File: src/rtl/alu_mul_sequencer_pkg.sv
// Shared definitions for the execute-stage ALU and the shift-add multiply sequencer.
package alu_mul_sequencer_pkg;

    // ALU control encodings; bit 3 selects inversion of b with carry-in for subtract.
    localparam logic [3:0] ALU_CTL_ADD = 4'b0000;
    localparam logic [3:0] ALU_CTL_AND = 4'b0001;
    localparam logic [3:0] ALU_CTL_OR  = 4'b0010;
    localparam logic [3:0] ALU_CTL_XOR = 4'b0011;
    localparam logic [3:0] ALU_CTL_SUB = 4'b1000;

    // Bit positions inside the ALU flag vector {v,c,n,z}.
    localparam int FLAG_V = 3;
    localparam int FLAG_C = 2;
    localparam int FLAG_N = 1;
    localparam int FLAG_Z = 0;

    // Multiply sequencer states.
    typedef enum logic [1:0] {
        ST_IDLE = 2'b00,
        ST_RUN  = 2'b01,
        ST_DONE = 2'b10
    } mul_state_t;

endpackage

File: src/rtl/alu_mul_sequencer.sv
// Unsigned WIDTH x WIDTH -> 2*WIDTH shift-add multiplier that borrows the shared
// ALU adder for WIDTH iterations, then hands it back to the datapath.
module alu_mul_sequencer
    import alu_mul_sequencer_pkg::*;
#(
    parameter int         WIDTH   = 32,
    parameter int         CNT_W   = 5,
    parameter logic [3:0] ALU_ADD = ALU_CTL_ADD
) (
    input  logic             clk,
    input  logic             reset,
    input  logic             start,
    input  logic [WIDTH-1:0] op_a,
    input  logic [WIDTH-1:0] op_b,
    output logic             busy,
    output logic             done,
    output logic [WIDTH-1:0] result_lo,
    output logic [WIDTH-1:0] result_hi,
    output logic             alu_sel,
    output logic [WIDTH-1:0] alu_a,
    output logic [WIDTH-1:0] alu_b,
    output logic [3:0]       alu_control,
    input  logic [WIDTH-1:0] alu_result,
    input  logic [3:0]       alu_flags
);

    mul_state_t       r_state;
    mul_state_t       w_state_nxt;
    logic [WIDTH-1:0] r_mcand;
    logic [WIDTH-1:0] r_acc_hi;
    logic [WIDTH-1:0] r_acc_lo;
    logic [CNT_W-1:0] r_cnt;

    logic             w_accept;
    logic             w_last;
    logic             w_carry;
    logic [WIDTH-1:0] w_acc_hi_step;
    logic [WIDTH-1:0] w_acc_lo_step;
    logic [2:0]       w_unused_flags;

    // Only the carry flag matters; the rest of the ALU flags are deliberately ignored.
    assign w_unused_flags = {alu_flags[FLAG_V], alu_flags[FLAG_N], alu_flags[FLAG_Z]};

    // A new operation may be taken from IDLE or straight out of DONE.
    assign w_accept = start && (r_state == ST_IDLE || r_state == ST_DONE);
    assign w_last   = (r_cnt == CNT_W'(WIDTH - 1));

    // ALU is always driven with acc_hi + (multiplier bit ? mcand : 0); the core
    // only looks at it while alu_sel is high.
    assign alu_a       = r_acc_hi;
    assign alu_b       = r_acc_lo[0] ? r_mcand : '0;
    assign alu_control = ALU_ADD;

    // Adding zero can never carry, so mask the flag to avoid trusting a stale carry.
    assign w_carry       = alu_flags[FLAG_C] & r_acc_lo[0];
    assign w_acc_hi_step = {w_carry, alu_result[WIDTH-1:1]};
    assign w_acc_lo_step = {alu_result[0], r_acc_lo[WIDTH-1:1]};

    // Status decoded purely from registered state, so no input-to-output glitches.
    assign busy      = (r_state == ST_RUN);
    assign alu_sel   = busy;
    assign done      = (r_state == ST_DONE);
    assign result_lo = r_acc_lo;
    assign result_hi = r_acc_hi;

    // State register.
    always_ff @(posedge clk) begin
        if (reset) r_state <= ST_IDLE;
        else       r_state <= w_state_nxt;
    end

    // Next-state logic: DONE lasts one cycle unless a new start chains into RUN.
    always_comb begin
        w_state_nxt = r_state;
        case (r_state)
            ST_IDLE: if (start) w_state_nxt = ST_RUN;
            ST_RUN:  if (w_last) w_state_nxt = ST_DONE;
            ST_DONE: w_state_nxt = start ? ST_RUN : ST_IDLE;
            default: w_state_nxt = ST_IDLE;
        endcase
    end

    // Operand capture and one shift-add step per RUN cycle; values hold otherwise
    // so the product stays visible after DONE.
    always_ff @(posedge clk) begin
        if (reset) begin
            r_mcand  <= '0;
            r_acc_hi <= '0;
            r_acc_lo <= '0;
            r_cnt    <= '0;
        end else if (w_accept) begin
            r_mcand  <= op_a;
            r_acc_hi <= '0;
            r_acc_lo <= op_b;
            r_cnt    <= '0;
        end else if (r_state == ST_RUN) begin
            r_acc_hi <= w_acc_hi_step;
            r_acc_lo <= w_acc_lo_step;
            r_cnt    <= r_cnt + 1'b1;
        end
    end

endmodule

File: config.mk
export PLATFORM = sky130hd
export DESIGN_NAME = alu_mul_sequencer
export DESIGN_NICKNAME = d
export VERILOG_FILES = /design/src/rtl/alu_mul_sequencer_pkg.sv /design/src/rtl/alu_mul_sequencer.sv
export SDC_FILE = /design/constraint.sdc
export NUM_CORES = 1
export LEC_CHECK = 0
export ABC_AREA = 1
export CAP_MARGIN = 20
export CORE_UTILIZATION = 35
export DETAILED_ROUTE_END_ITERATION = 7
export PLACE_DENSITY_LB_ADDON = 0.2
export RECOVER_POWER = 25
export SKIP_LAST_GASP = 1
export SLEW_MARGIN = 20
export SYNTH_ARGS = -nofsm -noshare
export SYNTH_HDL_FRONTEND = slang
export SYNTH_SLANG_ARGS = --single-unit
File: constraint.sdc
create_clock -name clk -period 1.75 [get_ports clk]
set_clock_uncertainty 0.05 [all_clocks]
set_input_delay 0.175 -clock clk [delete_from_list [all_inputs] [get_ports clk]]
set_output_delay 0.175 -clock clk [all_outputs]
set_load 0.1 [all_outputs]
# After elaboration in Yosys (flattened, before gate mapping)
# Cells that the tools add are included.
# Widths: inputs -> output; s select.
[totals]
regBits = 103
inputBits = 103
output_inout_bits = 135
[op_classes]
add_sub_neg = 1
eq_ne = 5
mux = 7
bitwise_logic = 1
reduce_logical = 6
[op_table]
columns = ["op", "n"]
rows = [
  ["$mux 32", 3],
  ["$pmux 2 s3", 1],
  ["$add 5x1->5 const B", 1],
  ["$eq 5x5->1 const B", 1],
  ["$mux 2", 2],
  ["$eq 2x1->1 const B", 1],
  ["$eq 2x2->1 const B", 1],
  ["$logic_not 2->1", 1],
  ["$ne 2x1->1 const B", 1],
  ["$ne 2x2->1 const B", 1],
  ["$reduce_and 2->1", 1],
  ["$reduce_bool 2->1", 1],
  ["$reduce_or 2->1", 1],
  ["$and 1x1->1", 1],
  ["$logic_and 1x1->1", 1],
  ["$logic_or 1x1->1", 1],
  ["$mux 1", 1],
]

# Longest topological paths before layout
# Gate-level depths: netlist of run 1.
[logic_depth]
depth_word = 4
ltp_mapped = 7
ltp_nobuf = 7

# Least setup slack after synthesis of run 1
# Ideal clock, no wire load.
[synth_path]
path_kind = "flip-flop to output port"
from = "register r_acc_lo[0] (netlist: result_lo[0])"
to = "output alu_b[11]"
arrival_time_ns = 2.148
required_ns = 1.525
slack_ns = -0.623
stages_incl_launch_ff = 5
n_path_buf = 2
path_cell_list = "dfxtp_1 clkbuf_1 clkbuf_1 nand2_1 inv_1"
[synth_between]
elab_chain_cells = 1
[synth_rtl]
columns = ["item", "line", "text"]
rows = [
  ["start, declared", "alu_mul_sequencer.sv:31", "logic [WIDTH-1:0] r_acc_lo;"],
  ["start signal, assigned", "alu_mul_sequencer.sv:94", "r_acc_lo <= op_b;"],
  ["start signal, assigned", "alu_mul_sequencer.sv:98", "r_acc_lo <= w_acc_lo_step;"],
  ["$mux 32", "alu_mul_sequencer.sv:51", "assign alu_b = r_acc_lo[0] ? r_mcand : '0;"],
  ["end, declared", "alu_mul_sequencer.sv:21", "output logic [WIDTH-1:0] alu_b,"],
]
# No other way between the ends.

# Worst setup path in the final report of run 1
[layout_path]
from = "register r_state[0]"
to = "output busy"
[layout_between]
elab_chain_cells = 1
[layout_rtl]
columns = ["item", "line", "text"]
rows = [
  ["start, declared", "alu_mul_sequencer.sv:27", "mul_state_t r_state;"],
  ["start signal, assigned", "alu_mul_sequencer.sv:69", "else r_state <= w_state_nxt;"],
  ["$eq 2x1->1", "alu_mul_sequencer.sv:60", "assign busy = (r_state == ST_RUN);"],
  ["end, declared", "alu_mul_sequencer.sv:15", "output logic busy,"],
]
# No other way between the ends.

==> results of run 1 <==
-- path summary, 6_finish.rpt --
kind / end / slack [ns] / from
worst max-delay path: busy / 0.1 / r_state[0]
worst min-delay path: alu_a[16] / 0.32 / alu_result[17]
worst max register to register: result_lo[11] / 0.32 / r_state[0]
worst min register to register: r_cnt[4] / 0.42 / r_cnt[4]
-- area by class of cell --
class / count / area share
repair buffers: 248 / 0.333
flip-flops and latches: 103 / 0.270
multi-input cells: 451 / 0.260
inverters: 104 / 0.0659
clock buffers: 10 / 0.0328
well taps: 176 / 0.0288
clock inverters: 6 / 0.00885
-- state kept, by name, summed over array words and instances, names as in the netlist --
name	flops
result_lo	32
r_mcand	32
r_state	2
alu_a	32
r_cnt	5
-- power by group through the flow --
stage | registers, mW | clock network [mW] | logic [mW]
CTS | 2.66 | 2.16 | 2.56
global placement | 2.71 | 0 | 2.54
detailed placement | 2.71 | 0 | 2.55
finish | 2.65 | 2.10 | 2.47
global route | 2.68 | 2.26 | 2.61
floorplan | 3.41 | 0 | 1.11
-- synthesized netlist by cell type, drive strengths merged --
library cell    n
nand2         172
ha              2
nand3b         32
buf            72
o21ai          32
conb            1
clkbuf         10
dfxtp         103
clkinv          1
nor3            1
nand3          35
o21bai          1
nor2          135
a21oi          37
inv           103
-- metrics by stage --
stage                      util  hold slack, ns  instances  instance area, µm²  total power [mW]
after CTS                 0.578           0.308       1098                7800              7.38
after floorplan               -           0.194        740                5060              4.52
after global routing      0.565           0.314       1098                7640              7.54
final                     0.565           0.318       1098                7640              7.22
after detailed placement  0.554           0.411       1082                7490              5.26
after global placement    0.554           0.406       1082                7490              5.25
-- cell families after synthesis --
| kind of cell | after synthesis |
|---|---|
| AOI/OAI and AO/OA | 70 |
| adders and majority gates | 2 |
| buffers and inverters | 186 |
| DFF | 103 |
| other | 1 |
| and+or+nand+nor | 375 |
-- routing by layer --
metal,wire length [µm],up-vias
met5,0,-
li1,-,2538
met2,6300,124
met4,85,0
met3,649,5
met1,5910,2110
-- worst max-delay path, delay by kind of cell (launching register included) --
kind	cells	cell delay, ns
buffers and inverters	3	0.51
DFF	1	0.42
and+or+nand+nor	1	0.13
==> reports/metrics.sh, run 1 <==
GRT_ANTENNA_BEFORE_REPAIR=0
CRIT_PATH_MAX_INCR_DELAY_NS=0.42
MULTI_INPUT_AREA_UM2=1990
HPWL_MM=9.18
POST_DRT_WL_PER_CELL_UM=11.8
AVGVIACOUNTPERCELL=4.35
POST_CTS_HOLD_BUFFER_COUNT=0
SEQ_POWER_SHARE=0.367
FILLERINSTANCES=1313
SLEW_VIOL_FINAL=0
NUMCTSBUFFERS=9
P_SW_FRAC=0.387
WORSTPATHCELLLIST='inv_2, nor2_2, buf_12, buf_12'
DRT_DRC_VIOLATIONS_LEFT=0
NETLIST_AREA_UM2=4930
CRITICAL-PATH-TOP-CELL-BY-COUNT='sky130_fd_sc_hd__buf_12'
INTERNAL_POWER_mW=4.42
PLACEMENTROWS=42
FINAL_NET_COUNT=1022
FIN_SETUP_TNS_NS=0
GRTUSAGETOTAL=0.179
ROUTED-VIA-COUNT=4777
DETAILED_ROUTING_ITERATION_COUNT_FOR_THE_PRE_ANTENNA_REPAIR_PASS=4
MIN-DELAY-PATH-CLASS='in -> reg'
CTS.PATH.MAX_BUFFERS=2
CRITICAL_PATH_REQUIRED_NS=1.52
NUMBER_OF_BUFFERS_ADDED_FOR_SETUP_AFTER_CTS=0
SYNTH_TOP_FAMILY_BY_AREA='simple AND/OR/NAND/NOR gates'
SYNTH_COMPOUND_AREA_FRAC=0.0716
CELLLEAKAGEPOWER_nW=3.51
CLKPWRFRAC=0.291
SYNTH-XOR-AREA-SHARE=0
GLOBALROUTEMET3UTIL=0.0307
SLOWEST_CELL_ON_THE_CRITICAL_PATH='sky130_fd_sc_hd__dfxtp_1'
SLEW-LIMIT-HEADROOM=0.624
POWER_DENSITY_nW_PER_UM2=945
GRT_MAX_DEGREE=42
POST-SYNTH-TOP-AREA-FRACTION=0.419
FIN_CRIT_SH=0.944
ANTENNA_LEFT=0
CTS-HTREE-LEVELS=3
GRT_USE_MET1=0.228
CP-START-KIND='flip-flop'
CLOCK_TREE_FROM_TRITONCTS='yes'
CRITPATHARRIVALTIME_NS=1.43
WORST_HOLD_PATH.NUM_CELLS=3
SYNTH_LARGEST_AREA_CELL='sky130_fd_sc_hd__dfxtp_1'
SYNTH-SEQ-CELLS=103
FLOORPLAN.INITIALDENSITY=0.365
SETUP.WORST_PATH.END_CLASS='primary output'
N_ANTENNA_CELL=0
FLOORPLAN.DIE_AREA_UM2=14600
WIRE_LENGTH_OF_THE_FIRST_GLOBAL_ROUTING_PASS_MM=20.8
CRITPATHMAXFANOUT=41
GRT_SETUP_UNREPAIRED='false'
PRE_CTS_WS_NS=0.249
RESULT_OF_THE_RUN='finished clean'
SYN_AREA_PER_CELL_UM2=6.68
DESIGN.CORE.AREA_UM2=13500
CLOCK_SINK_COUNT=103
YOSYS.AREA_SHARE.ADDER=0.00508
SYNTH.TOP_CELLS.BY_AREA='sky130_fd_sc_hd__dfxtp_1 42%, sky130_fd_sc_hd__nand2_1 13%, sky130_fd_sc_hd__nor2_1 10%, sky130_fd_sc_hd__inv_1 7.5%, sky130_fd_sc_hd__buf_4 6.7%'
FINALWIRELENGTH_MM=12.9
TIMING.FMAX_GHz=0.606
PEAK_SUPPLY_DROP_V=0.000439
IOPINCOUNT=238
DR.FIRST_ITER.DRC_COUNT=228
GLOBALROUTE.BUSIESTLAYER='met2'
GP_CONGESTION=0.735
YOSYSWARNINGCOUNT=0
IO_BUF_COUNT=230
INSERTION_DELAY_NS=0.35
CLK_TRANSITION_REPORTED_PATHS_NS=0.07
SYNTH-SEQ-AREA-SHARE=0.419
DRIVE_ABOVE_1_SHARE=0.221
SETUP_VIOL_COUNT_FINAL=0
POWER.COMBINATIONAL.FRACTION=0.342
LAYOUT-AREA-OVERHEAD-VS-SYNTH_PCT=55.0
REG2REGPATHDEPTH=6
SWITCHING_POWER_mW=2.80
YOSYS-MUX-AREA-FRACTION=0
GRT_USE_MET2=0.302
HOLD_VIOL=0
VIAS_IN_THE_FIRST_GLOBAL_ROUTE=4249
POST-ROUTE-WORST-SETUP-SLACK_NS=0.0986
LAYOUT_COMMONEST_CELL='sky130_fd_sc_hd__nand2_1'
FINALCRITICALPERIOD_NS=1.65
CRITICALPATHCATEGORY='reg -> out'
GLOBALROUTE.TOTALOVERFLOW=0
CTS_REPAIR_RESIZE_COUNT=0
POSTSYNTHCELLCOUNT=737
MAX_CAP_VIOL_COUNT=0
TIGHTEST_SLEW_NS=0.566
SYNTH_SIMPLE_GATE_AREA_FRAC=0.322
NETLIST-CELL-TYPE-COUNT=22
OVERALL_DIE_WIDTH_UM=121
MOST-COMMON-LAYOUT-CELLS='171 x sky130_fd_sc_hd__nand2_1, 132 x sky130_fd_sc_hd__nor2_1, 102 x sky130_fd_sc_hd__dfxtp_1'
DIE_Y_UM=121
CTS.ROOT.BUFFER_CELL='sky130_fd_sc_hd__clkbuf_16'
AREA.SEQUENTIAL_UM2=2070
Note: power is estimated with default switching activity, not from simulation.
==> run 2: changes to the inputs <==
--- a/config.mk
+++ b/config.mk
@@ -6,11 +6,14 @@
 export NUM_CORES = 1
 export LEC_CHECK = 0
 export ABC_AREA = 1
+export ABC_CLOCK_PERIOD_IN_PS = 1750
 export CAP_MARGIN = 20
 export CORE_UTILIZATION = 35
 export DETAILED_ROUTE_END_ITERATION = 7
+export DONT_BUFFER_PORTS = 1
 export PLACE_DENSITY_LB_ADDON = 0.2
 export RECOVER_POWER = 25
+export SKIP_CTS_REPAIR_TIMING = 1
 export SKIP_LAST_GASP = 1
 export SLEW_MARGIN = 20
 export SYNTH_ARGS = -nofsm -noshare
==> reports/metrics.sh, run 2 (synthesized netlist as in run 1, its figures left out) <==
POST_DRT_WL_PER_CELL_UM=12.6  # +7.2%
VIOLATIONS='hold timing'
CLK_TRANSITION_REPORTED_PATHS_NS=0.07  # about the same
SETUP_VIOL_COUNT_FINAL=0  # unchanged
LAYOUT-AREA-OVERHEAD-VS-SYNTH_PCT=32.5
INSERTION_DELAY_NS=0.34  # about the same
AVGVIACOUNTPERCELL=4.60  # +5.7%
PRE_CTS_WS_NS=0.337  # +0.0872 ns
WORST_HOLD_SLACK_NS=-0.0563  # -0.375 ns
GRT_SETUP_UNREPAIRED='true'
MIN-DELAY-PATH-CLASS='in -> reg'
FINAL_NET_COUNT=918  # -10%
OVERALL_DIE_WIDTH_UM=121  # unchanged
CRITICALPATHCATEGORY='reg -> out'
DIE_Y_UM=121  # unchanged
POWER_DENSITY_nW_PER_UM2=1090  # +16%
GRT_MAX_DEGREE=63  # +50%
DRIVE_ABOVE_1_SHARE=0.188  # -0.0330
GP_CONGESTION=0.746  # +1.5%
ROUTED-VIA-COUNT=4569  # -4.4%
MAX_CAP_VIOL_COUNT=0  # unchanged
AREA.SEQUENTIAL_UM2=2090  # +0.97%
CP-START-KIND='flip-flop'
GLOBALROUTE.TOTALOVERFLOW=0  # unchanged
SLEW-LIMIT-HEADROOM=0.582  # -0.0421
CRITICAL_PATH_REQUIRED_NS=1.52  # about the same
HOLD_VIOL=3  # +3
DESIGN.CORE.AREA_UM2=13500  # unchanged
WIRE_LENGTH_OF_THE_FIRST_GLOBAL_ROUTING_PASS_MM=19.0  # -8.5%
VIAS_IN_THE_FIRST_GLOBAL_ROUTE=3872  # -8.9%
IO_BUF_COUNT=0  # -100%
DETAILED_ROUTING_ITERATION_COUNT_FOR_THE_PRE_ANTENNA_REPAIR_PASS=4  # unchanged
FLOORPLAN.DIE_AREA_UM2=14600  # unchanged
NUMCTSBUFFERS=9  # unchanged
CTS.PATH.MAX_BUFFERS=2  # unchanged
CTS-HTREE-LEVELS=3  # unchanged
CTS.ROOT.BUFFER_CELL='sky130_fd_sc_hd__clkbuf_16'
FINALWIRELENGTH_MM=12.6  # -3.0%
GRTUSAGETOTAL=0.164  # -0.0156
ANTENNA_LEFT=0  # unchanged
SETUP.WORST_PATH.END_CLASS='primary output'
LAYOUT_COMMONEST_CELL='sky130_fd_sc_hd__nand2_1'
PEAK_SUPPLY_DROP_V=0.000505  # +15%
FIN_CRIT_SH=0.980  # +0.0363
FLOORPLAN.INITIALDENSITY=0.365  # unchanged
SLEW_VIOL_FINAL=0  # unchanged
TIGHTEST_SLEW_NS=0.626  # +0.0598 ns
P_TOTAL_mW=7.13  # -1.2%
DRT_DRC_VIOLATIONS_LEFT=0  # unchanged
HPWL_MM=8.10  # -12%
MULTI_INPUT_AREA_UM2=1990  # +0.13%
IOPINCOUNT=238  # unchanged
PLACEMENTROWS=42  # unchanged
POST-ROUTE-WORST-SETUP-SLACK_NS=0.0351  # -0.0635 ns
CRITPATHMAXFANOUT=35  # -15%
CELLLEAKAGEPOWER_nW=2.96  # -16%
CLOCK_SINK_COUNT=103  # unchanged
CLOCK_TREE_FROM_TRITONCTS='yes'
N_ANTENNA_CELL=0  # unchanged
DR.FIRST_ITER.DRC_COUNT=258  # +13%
RESULT_OF_THE_RUN='finished with violations'
FINALCRITICALPERIOD_NS=1.71  # +0.0635 ns
GRT_ANTENNA_BEFORE_REPAIR=0  # unchanged
FILLERINSTANCES=1369  # +4.3%
MOST-COMMON-LAYOUT-CELLS='170 x sky130_fd_sc_hd__nand2_1, 132 x sky130_fd_sc_hd__nor2_1, 86 x sky130_fd_sc_hd__dfxtp_1'
TIMING.FMAX_GHz=0.583  # -3.7%
CRITPATHARRIVALTIME_NS=1.49  # +0.06 ns
[run 2: changes by cell type in the layout (fill, tap and decap cells not counted), sizes merged]
cell and change:
bufinv +1, clkinv -2, clkdlybuf4s50 -99, buf -40, dlygate4sd3 +63, clkbuf -28, inv +1
[run 2: critical path, stage by stage (launching register included)]
cell,delay (ns)
sky130_fd_sc_hd__dfxtp_4,0.59
sky130_fd_sc_hd__nand2_1,0.17
sky130_fd_sc_hd__clkinvlp_4,0.38
[run 2: area by class of cell]
type | instances | share of cell area
tap | 176 | 0.0337
clock buffer | 10 | 0.0383
multi-input combinational | 451 | 0.305
clock inverter | 6 | 0.0136
timing repair buffer | 144 | 0.213
inverter | 104 | 0.0771
sequential | 103 | 0.320
[run 2: through the flow]
stage,area [µm²],setup TNS [ns],util,instances
final,6530,0,0.483,994
after global routing,6530,-0.380,0.483,994
after CTS,6280,0,0.465,931
after floorplan,5060,0,-,740
after detailed placement,5940,0,0.440,915
after global placement,5940,0,0.440,915
[run 2: where the power goes]
group          internal (mW)  switching (mW)  leakage (nW)  total [mW]
Sequential              2.52           0.119         0.856        2.64
Combinational          0.493            1.74          1.95        2.23
Clock                   1.34           0.922         0.160        2.27
Total                   4.35            2.78          2.96        7.13
[run 2: worst paths after layout]
kind              cells past startpoint          from          end  slack [ns]
setup / recovery                      2  result_lo[0]     alu_b[7]        0.04
hold reg to reg                       2     alu_a[14]    alu_a[14]        0.41
hold / removal                        2      op_a[13]  r_mcand[13]       -0.06
setup reg to reg                      6    r_state[0]    alu_a[18]        0.35
[run 2: metal layers]
layer | vias to the layer above | track usage | routed length, µm
met1 | 2063 | 0.205 | 5650
li1 | 2337 | - | -
met2 | 158 | 0.271 | 6040
met4 | 0 | 0.0671 | 166
met3 | 11 | 0.0349 | 708
met5 | - | 0 | 0
